--- config.mk ---
export PLATFORM = sky130hd
export DESIGN_NAME = fetch_stage
export DESIGN_NICKNAME = d
export VERILOG_FILES = /design/src/rtl/fetch_stage.sv
export SDC_FILE = /design/constraint.sdc
export NUM_CORES = 1
export LEC_CHECK = 0
export ABC_AREA = 1
export CAP_MARGIN = 20
export CORE_MARGIN = 2
export CORE_UTILIZATION = 50
export DETAILED_ROUTE_END_ITERATION = 12
export PLACE_DENSITY = 0.87
export SYNTH_ARGS = -nofsm -noshare
export SYNTH_HDL_FRONTEND = slang
export SYNTH_SLANG_ARGS = --single-unit
export TNS_END_PERCENT = 50
--- constraint.sdc ---
create_clock -name clk -period 3.7 [get_ports clk]
set_clock_uncertainty 0.05 [all_clocks]
set_input_delay 0.74 -clock clk [delete_from_list [all_inputs] [get_ports clk]]
set_output_delay 0.74 -clock clk [all_outputs]
set_load 0.02 [all_outputs]
--- src/rtl/fetch_stage.sv ---
// Instruction fetch stage: owns the program counter, issues held read
// requests to instruction memory and presents fetched instructions to the
// IF/ID register. Taken branches from execute squash the current fetch.
//
// Handshake rules:
//   * fetch_valid/id_ready: an instruction is handed off only in a cycle
//     where fetch_valid && id_ready. While fetch_valid is high and id_ready
//     is low, fetch_pc/fetch_inst/fetch_next_pc are held stable.
//   * imem_read/imem_resp: once imem_read is raised it stays high, with
//     imem_address unchanged, until the single-cycle imem_resp strobe.
//   * redirect: fetch_valid is never high in a cycle where redirect=1.
module fetch_stage #(
   parameter logic [31:0] RESET_PC = 32'h6000_0000
) (
   input  logic        clk,
   input  logic        rst,
   output logic [31:0] imem_address,
   output logic        imem_read,
   input  logic [31:0] imem_rdata,
   input  logic        imem_resp,
   input  logic        id_ready,
   input  logic        redirect,
   input  logic [31:0] redirect_pc,
   output logic        fetch_valid,
   output logic [31:0] fetch_pc,
   output logic [31:0] fetch_inst,
   output logic [31:0] fetch_next_pc
);

   // REQ : read outstanding for pc, response is bypassed straight out
   // HOLD: response buffered because IF/ID stalled, no read issued
   // DROP: read for pc still outstanding but its data is dead after a
   //       redirect; pending_pc holds where to go once it returns
   typedef enum logic [1:0] {
      ST_REQ  = 2'd0,
      ST_HOLD = 2'd1,
      ST_DROP = 2'd2
   } state_t;

   state_t      state_q, state_d;
   logic [31:0] pc_q, pc_d;
   logic [31:0] pending_pc_q, pending_pc_d;
   logic [31:0] inst_buf_q, inst_buf_d;
   logic [31:0] redirect_tgt;

   // Branch targets are word aligned; low address bits are dropped.
   assign redirect_tgt = {redirect_pc[31:2], 2'b00};

   // The address and PC outputs always reflect the registered pc, so the
   // memory address cannot move while a request is outstanding.
   assign imem_address  = pc_q;
   assign fetch_pc      = pc_q;
   assign fetch_next_pc = pc_q + 32'd4;

   // State and datapath registers with synchronous reset.
   always_ff @(posedge clk) begin
      if (rst) begin
         state_q      <= ST_REQ;
         pc_q         <= RESET_PC;
         pending_pc_q <= 32'd0;
         inst_buf_q   <= 32'd0;
      end else begin
         state_q      <= state_d;
         pc_q         <= pc_d;
         pending_pc_q <= pending_pc_d;
         inst_buf_q   <= inst_buf_d;
      end
   end

   // Next-state and output decode for the fetch controller.
   always_comb begin
      state_d      = state_q;
      pc_d         = pc_q;
      pending_pc_d = pending_pc_q;
      inst_buf_d   = inst_buf_q;
      imem_read    = 1'b0;
      fetch_valid  = 1'b0;
      fetch_inst   = inst_buf_q;

      case (state_q)
         ST_REQ: begin
            imem_read = 1'b1;
            if (redirect) begin
               if (imem_resp) begin
                  // Response arrived with the flush: discard and refetch.
                  pc_d = redirect_tgt;
               end else begin
                  // Request must complete first; remember the target.
                  pending_pc_d = redirect_tgt;
                  state_d      = ST_DROP;
               end
            end else if (imem_resp) begin
               fetch_valid = 1'b1;
               fetch_inst  = imem_rdata;
               if (id_ready) begin
                  pc_d = pc_q + 32'd4;
               end else begin
                  inst_buf_d = imem_rdata;
                  state_d    = ST_HOLD;
               end
            end
         end

         ST_HOLD: begin
            if (redirect) begin
               // Flush wins over a simultaneous accept.
               pc_d    = redirect_tgt;
               state_d = ST_REQ;
            end else begin
               fetch_valid = 1'b1;
               if (id_ready) begin
                  pc_d    = pc_q + 32'd4;
                  state_d = ST_REQ;
               end
            end
         end

         ST_DROP: begin
            imem_read = 1'b1;
            if (redirect) begin
               pending_pc_d = redirect_tgt;
            end
            if (imem_resp) begin
               pc_d    = redirect ? redirect_tgt : pending_pc_q;
               state_d = ST_REQ;
            end
         end

         default: begin
            state_d = ST_REQ;
         end
      endcase
   end

endmodule

==> key figures, run 1 <==
Status
  • Status: finished clean

Clocking
  • Max clock buf depth: 2
  • Number of post-CTS setup repair buffers: 0
  • Root Buffer: clkbuf_16
  • CTS Hold Bufs: 0
  • Total CTS buffers: 9
  • CTS tree: yes
  • Clock transition at path regs: 70 ps
  • Skew-Pair Late Insertion Delay: 360 ps
  • CTS sink count: 98
  • CTS H-tree depth: 3
  • Resize count post-CTS: 0

Placed design
  • I/O Buffers: 196
  • Final Wtd Congestion: 0.9123
  • Hpwl dp: 12140 µm
  • Placed cells: 1189

Job
  • Max_cap viols: 0

Die
  • Die Wd: 112.6 µm
  • Full die area: 12680 µm²
  • Row cnt: 39
  • Core ar.: 11470 µm²
  • I/O pin cnt: 199
  • Initial Utilization: 51.45%
  • Chip height: 112.6 µm

Power
  • Peak VDD IR: 0.0002599 V
  • Net Sw Power: 0.9633 mW
  • Power Internal: 2.048 mW
  • Switch share: 31.98%
  • Leakage: 3.039 nW
  • Pwr per Cell Area: 379.2 nW/µm²
  • Clk pwr share: 32.6%
  • Combinational fraction of design power: 27.1%
  • Sequential share of power: 40.3%

Timing
  • Final setup viols: 0
  • Worst relative slew slack: 41.87%
  • FMAX: 0.2882 GHz
  • Post-Route Setup TNS: 0 ps
  • Fin crit share: 93.78%
  • Tmin final: 3470 ps
  • Least-Margin Pin Slew: 871.0 ps
  • Hold Violations, Final: 0
  • Max-slew violation count: 0
  • RSZ-0062 raised after global routing: no

Drt
  • Initial drt markers: 463
  • Routed WL: 17260 µm
  • DR vias/cell: 5.384
  • Final ANT Viol Nets: 0
  • Drt pass-1 iters: 5
  • Vias: 6488
  • Avg WL per Cell: 14.32 µm
  • Residual DRC: 0

Synthesis
  • Seq cells post-synth: 98
  • Area contributors post-synth: dfxtp_1 (33%), nand2_1 (17%), a21oi_1 (13%)
  • Post-synth top area cell: dfxtp_1
  • Post-synth top area share: 33.26%
  • EDFF count, synth: 0
  • Async set-reset flop share out of synthesis: 0%
  • Syn Std Cell Area: 5899 µm²
  • Ys flop type: dfxtp_1
  • Post-Synthesis Cells: 929
  • Syn Nets: 999
  • Avg Synthesized Cell Area: 6.350 µm²
  • Seq/Total Area, Yosys: 33.26%
  • Synthesis warning total: 0
  • Distinct cells, synth: 34

Final layout
  • Layout cells sized above 1: 5.367%
  • Number of diodes: 0
  • Final core utilization: 69.26%
  • Nets: 1127
  • Finished Layout Cells: 1205
  • Layout Area Growth over Synthesis: 34.63%

Global routing
  • Pin count of the biggest net entering global routing: 79
  • Antenna violations before repair: 0
  • First-pass GRT wire length: 28270 µm
  • Vias in the first global route: 5820
  • Total global-route track usage: 27.06%
  • Congestion Overflow GR: 0

Critical path
  • Worst-path fanout max: 65
  • Crit path DAT: 2680 ps
  • Reg-to-reg setup timing slack: 1490 ps
  • Critical path class: in2out
  • Startpoint types: primary input
  • Crit. End Element: output port
  • CP Data Required Time: 2910 ps

Worst hold path
  • Hold crit path type: reg2reg
[cells by family after synthesis]
| logic type | after synthesis | share of synthesized area (%) |
|---|---|---|
| AOI/OAI and AO/OA | 282 | 24.35 |
| xor gates and xnor gates | 13 | 2.312 |
| adders and majority gates | 1 | 0.2121 |
| buffers and inverters | 146 | 12.41 |
| DFF | 98 | 33.26 |
| and+or+nand+nor | 389 | 27.47 |
[worst paths after layout]
path / end / startpoint / cells after the start
max: fetch_inst[18] / redirect / 8
min reg2reg: inst_buf_q[30] / inst_buf_q[30] / 2
max reg2reg: fetch_pc[11] / state_q[0] / 6
min: inst_buf_q[30] / inst_buf_q[30] / 2
[sequential cells by signal, summed over array words and instances, names as in the netlist]
register	count
pending_pc_q	32
state_q	2
fetch_pc	32
inst_buf_q	32
[power groups by stage]
stage	sequential, mW	combinational, mW	clock [mW]
after floorplan	1.25	0.452	0
after global placement	1.23	0.801	0
after detailed placement	1.24	0.811	0
after CTS	1.21	0.817	0.996
after global routing	1.22	0.888	1.03
final	1.21	0.817	0.982
[layout by cell type (no fill, tap or decap), types with 4 or more instances in the layout]
| cell type | n |
|---|---|
| a21oi_1 | 151 |
| and2_1 | 4 |
| buf_4 | 8 |
| clkbuf_16 | 9 |
| clkdlybuf4s50_1 | 196 |
| dfxtp_1 | 98 |
| inv_1 | 55 |
| nand2_1 | 264 |
| nand2_2 | 7 |
| nand3_1 | 14 |
| nand3b_1 | 7 |
| nor2_1 | 71 |
| nor2_2 | 8 |
| nor2_4 | 4 |
| o21ai_0 | 123 |
| xnor2_1 | 5 |
| xor2_1 | 5 |
[Yosys cell counts (2+ instances only)]
master    instances
nand2_1         265
a21oi_1         151
o21ai_0         123
dfxtp_1          98
nor2_1           71
inv_1            56
buf_4            36
clkbuf_1         33
buf_2            17
nand3_1          14
nor2_2            8
nand3b_1          7
nand2_2           6
xnor2_1           5
xor2_1            5
and2_1            4
nor2_4            4
nand4_1           3
xor2_2            3
a21oi_2           2
a221oi_1          2
clkbuf_8          2
nor3_1            2
or2_2             2
[area by class of cell]
| type | instances | area, µm² |
|---|---|---|
| Clock buffer | 10 | 239.0 |
| Clock inverter | 6 | 72.57 |
| Fill cell | 973 | 3525 |
| Inverter | 57 | 214.0 |
| Multi-Input combinational cell | 685 | 3214 |
| Sequential cell | 98 | 1962 |
| Tap cell | 143 | 178.9 |
| Timing Repair Buffer | 206 | 2062 |
[metal layers]
layer  GRT usage, %  up-vias  wire length (µm)
met5              0        -                 0
met4          12.03        0               527
met3          5.886       39              1272
met2          44.31      247              8116
met1          34.26     2944              7339
li1               -     3258                 -
[metrics by stage]
step	hold WS (ps)	worst slack, ps	instance area (µm²)	total power, mW
4_1_cts	403.6	230.6	7943	3.025
5_1_grt	426.5	22.91	7943	3.144
3_3_place_gp	390.5	303.4	7631	2.033
2_1_floorplan	374.5	1007	5899	1.698
3_5_place_dp	391.1	251.7	7631	2.046
6_report	401.6	230.1	7943	3.012
[critical path: stages]
cell and delay (ps):
clkdlybuf4s50_1 430, nor2_1 120, inv_1 110, nor3_4 170, buf_12 260, nand2_1 70
o21ai_0 100, clkdlybuf4s50_1 660
Note: power is estimated with default switching activity, not from simulation.
==> run 2: changes to the inputs <==
--- a/config.mk
+++ b/config.mk
@@ -8,10 +8,10 @@
 export ABC_AREA = 1
 export CAP_MARGIN = 20
 export CORE_MARGIN = 2
-export CORE_UTILIZATION = 50
+export CORE_UTILIZATION = 47
 export DETAILED_ROUTE_END_ITERATION = 12
-export PLACE_DENSITY = 0.87
+export PLACE_DENSITY = 0.82
 export SYNTH_ARGS = -nofsm -noshare
 export SYNTH_HDL_FRONTEND = slang
 export SYNTH_SLANG_ARGS = --single-unit
-export TNS_END_PERCENT = 50
+export TNS_END_PERCENT = 20
==> constraint.sdc (replaced) <==
create_clock -name clk -period 3.9 [get_ports clk]
set_clock_uncertainty 0.05 [all_clocks]
set_input_delay 0.78 -clock clk [delete_from_list [all_inputs] [get_ports clk]]
set_output_delay 0.78 -clock clk [all_outputs]
set_load 0.02 [all_outputs]
==> run 2 against run 1 <==
  * Final area down 0.16%
  * Core utilization down 3.8 points
  * Non-clock buffer count down 1
  * Register-to-register slack better by 130 ps
  * Power down 7.5%
  * Worst hold slack better by 1.9 ps
  * Critical path depth unchanged
==> key figures, run 2 (synthesis results as in run 1) <==
Critical path
  • Startpoint types: primary input
  • Crit. End Element: output port
  • CP Data Required Time: 3070 ps (+160 ps)
  • Critical path class: in2out
  • R2r worst-path depth: 6 (unchanged)
  • Crit path DAT: 2750 ps (+70 ps)
  • Worst-path fanout max: 65 (unchanged)

Drt
  • DR vias/cell: 5.143 (-4.5%)
  • Avg WL per Cell: 13.74 µm (-4.1%)
  • Drt pass-1 iters: 7 (+2)
  • Vias: 6311 (-2.7%)
  • Residual DRC: 0 (unchanged)
  • Initial drt markers: 554 (+20%)
  • Routed WL: 16860 µm (-2.3%)
  • Final ANT Viol Nets: 0 (unchanged)

Clocking
  • CTS sink count: 98 (unchanged)
  • CTS tree: yes
  • Number of post-CTS setup repair buffers: 0 (unchanged)
  • Max clock buf depth: 2 (unchanged)
  • Total CTS buffers: 9 (unchanged)
  • Root Buffer: clkbuf_16
  • Resize count post-CTS: 0 (unchanged)
  • Clock transition at path regs: 60 ps (about the same)
  • CTS Hold Bufs: 0 (unchanged)
  • Skew-Pair Late Insertion Delay: 340 ps (-20 ps)
  • CTS H-tree depth: 3 (unchanged)

Final layout
  • Number of diodes: 0 (unchanged)
  • Layout Area Growth over Synthesis: 34.42%
  • Nets: 1126 (-0.089%)
  • Fillers: 1106 (+14%)
  • Commonest non-fill, non-tap cell in the layout: nand2_1
  • Commonest non-fill, non-tap cells in the layout: nand2_1 (264), clkdlybuf4s50_1 (196), a21oi_1 (151), o21ai_0 (123), dfxtp_1 (98)
  • Layout cells sized above 1: 4.910% (-0.46 points)

Global routing
  • First-pass GRT wire length: 27100 µm (-4.1%)
  • Antenna violations before repair: 0 (unchanged)
  • Pin count of the biggest net entering global routing: 66 (-16%)
  • Congestion Overflow GR: 0 (unchanged)
  • Vias in the first global route: 5624 (-3.4%)
  • Total global-route track usage: 24.90% (-2.2 points)

Worst hold path
  • Hold crit path type: reg2reg
  • Hold path depth: 2 (unchanged)

Die
  • I/O pin cnt: 199 (unchanged)
  • Initial Utilization: 48.71% (-2.7 points)
  • Row cnt: 40 (+2.6%)
  • Full die area: 13460 µm² (+6.2%)
  • Die Wd: 116.0 µm (+3.0%)
  • Chip height: 116.0 µm (+3.0%)
  • Core ar.: 12110 µm² (+5.6%)

Placed design
  • Hpwl dp: 11860 µm (-2.3%)
  • Final Wtd Congestion: 0.9301 (+2.0%)
  • Pre-CTS setup slack: 332.9 ps (+81.21 ps)
  • I/O Buffers: 196 (unchanged)

Timing
  • Final setup viols: 0 (unchanged)
  • Hold Violations, Final: 0 (unchanged)
  • RSZ-0062 raised after global routing: no
  • Tmin final: 3578 ps
  • Worst relative slew slack: 38.72% (-3.1 points)
  • Post-Route Setup TNS: 0 ps (unchanged)
  • Fin crit share: 91.74%
  • Least-Margin Pin Slew: 918.1 ps (+47.12 ps)
  • FMAX: 0.2795 GHz
  • Max-slew violation count: 0 (unchanged)
  • PnR worst setup slack: 322.2 ps (+92.17 ps)

Power
  • Pwr per Cell Area: 351.2 nW/µm² (-7.4%)
  • PnR Total Power: 2.785 mW (-7.5%)
  • Leakage: 3.022 nW (-0.55%)
  • Peak VDD IR: 0.0001737 V (-33%)

Job
  • Max_cap viols: 0 (unchanged)

Status
  • Status: finished clean
-- run 2: report_power, final --
group | switching [mW] | internal, mW | total (mW)
registers | 0.0755 | 1.07 | 1.15
clock network | 0.377 | 0.490 | 0.868
logic | 0.421 | 0.347 | 0.768
-- run 2: area by class of cell --
type,count,area (µm²),share of cell area (%)
multi-input combinational,685,3214,40.53
timing repair buffer,205,2054,25.91
sequential,98,1962,24.74
clock buffer,11,232.7,2.935
inverter,57,214.0,2.698
tap,168,210.2,2.651
clock inverter,3,42.54,0.5364
-- run 2: path summary, 6_finish.rpt --
kind	from	endpoint	slack, ps
worst max register to register	state_q[0]	pending_pc_q[26]	1620
worst min-delay path	inst_buf_q[1]	inst_buf_q[1]	400
worst max-delay path	redirect	fetch_inst[0]	320
worst min register to register	inst_buf_q[1]	inst_buf_q[1]	400
-- run 2: critical path, cell delays in order --
cell             delay [ps]
clkdlybuf4s50_1         410
nor2_1                  120
inv_1                   120
nor3_4                  160
buf_12                  250
nand2_1                  70
o21ai_0                 120
clkdlybuf4s50_1         680
-- run 2: routing by layer --
| layer | vias up | wire, µm | GRT usage [%] |
|---|---|---|---|
| met2 | 243 | 7909 | 40.82 |
| met1 | 2797 | 7312 | 32.00 |
| li1 | 3247 | - | - |
| met3 | 24 | 1376 | 6.956 |
| met5 | - | 0 | 0 |
| met4 | 0 | 256 | 7.619 |
-- run 2: per-stage QoR --
step           hold slack, ps  area, µm²  util [%]  cells
2_1_floorplan           374.5       5899         -    929
3_3_place_gp            393.0       7655     63.20   1213
3_5_place_dp            390.5       7655     63.20   1213
4_1_cts                 402.7       7930     65.48   1227
5_1_grt                 424.0       7930     65.48   1227
6_report                403.5       7930     65.48   1227
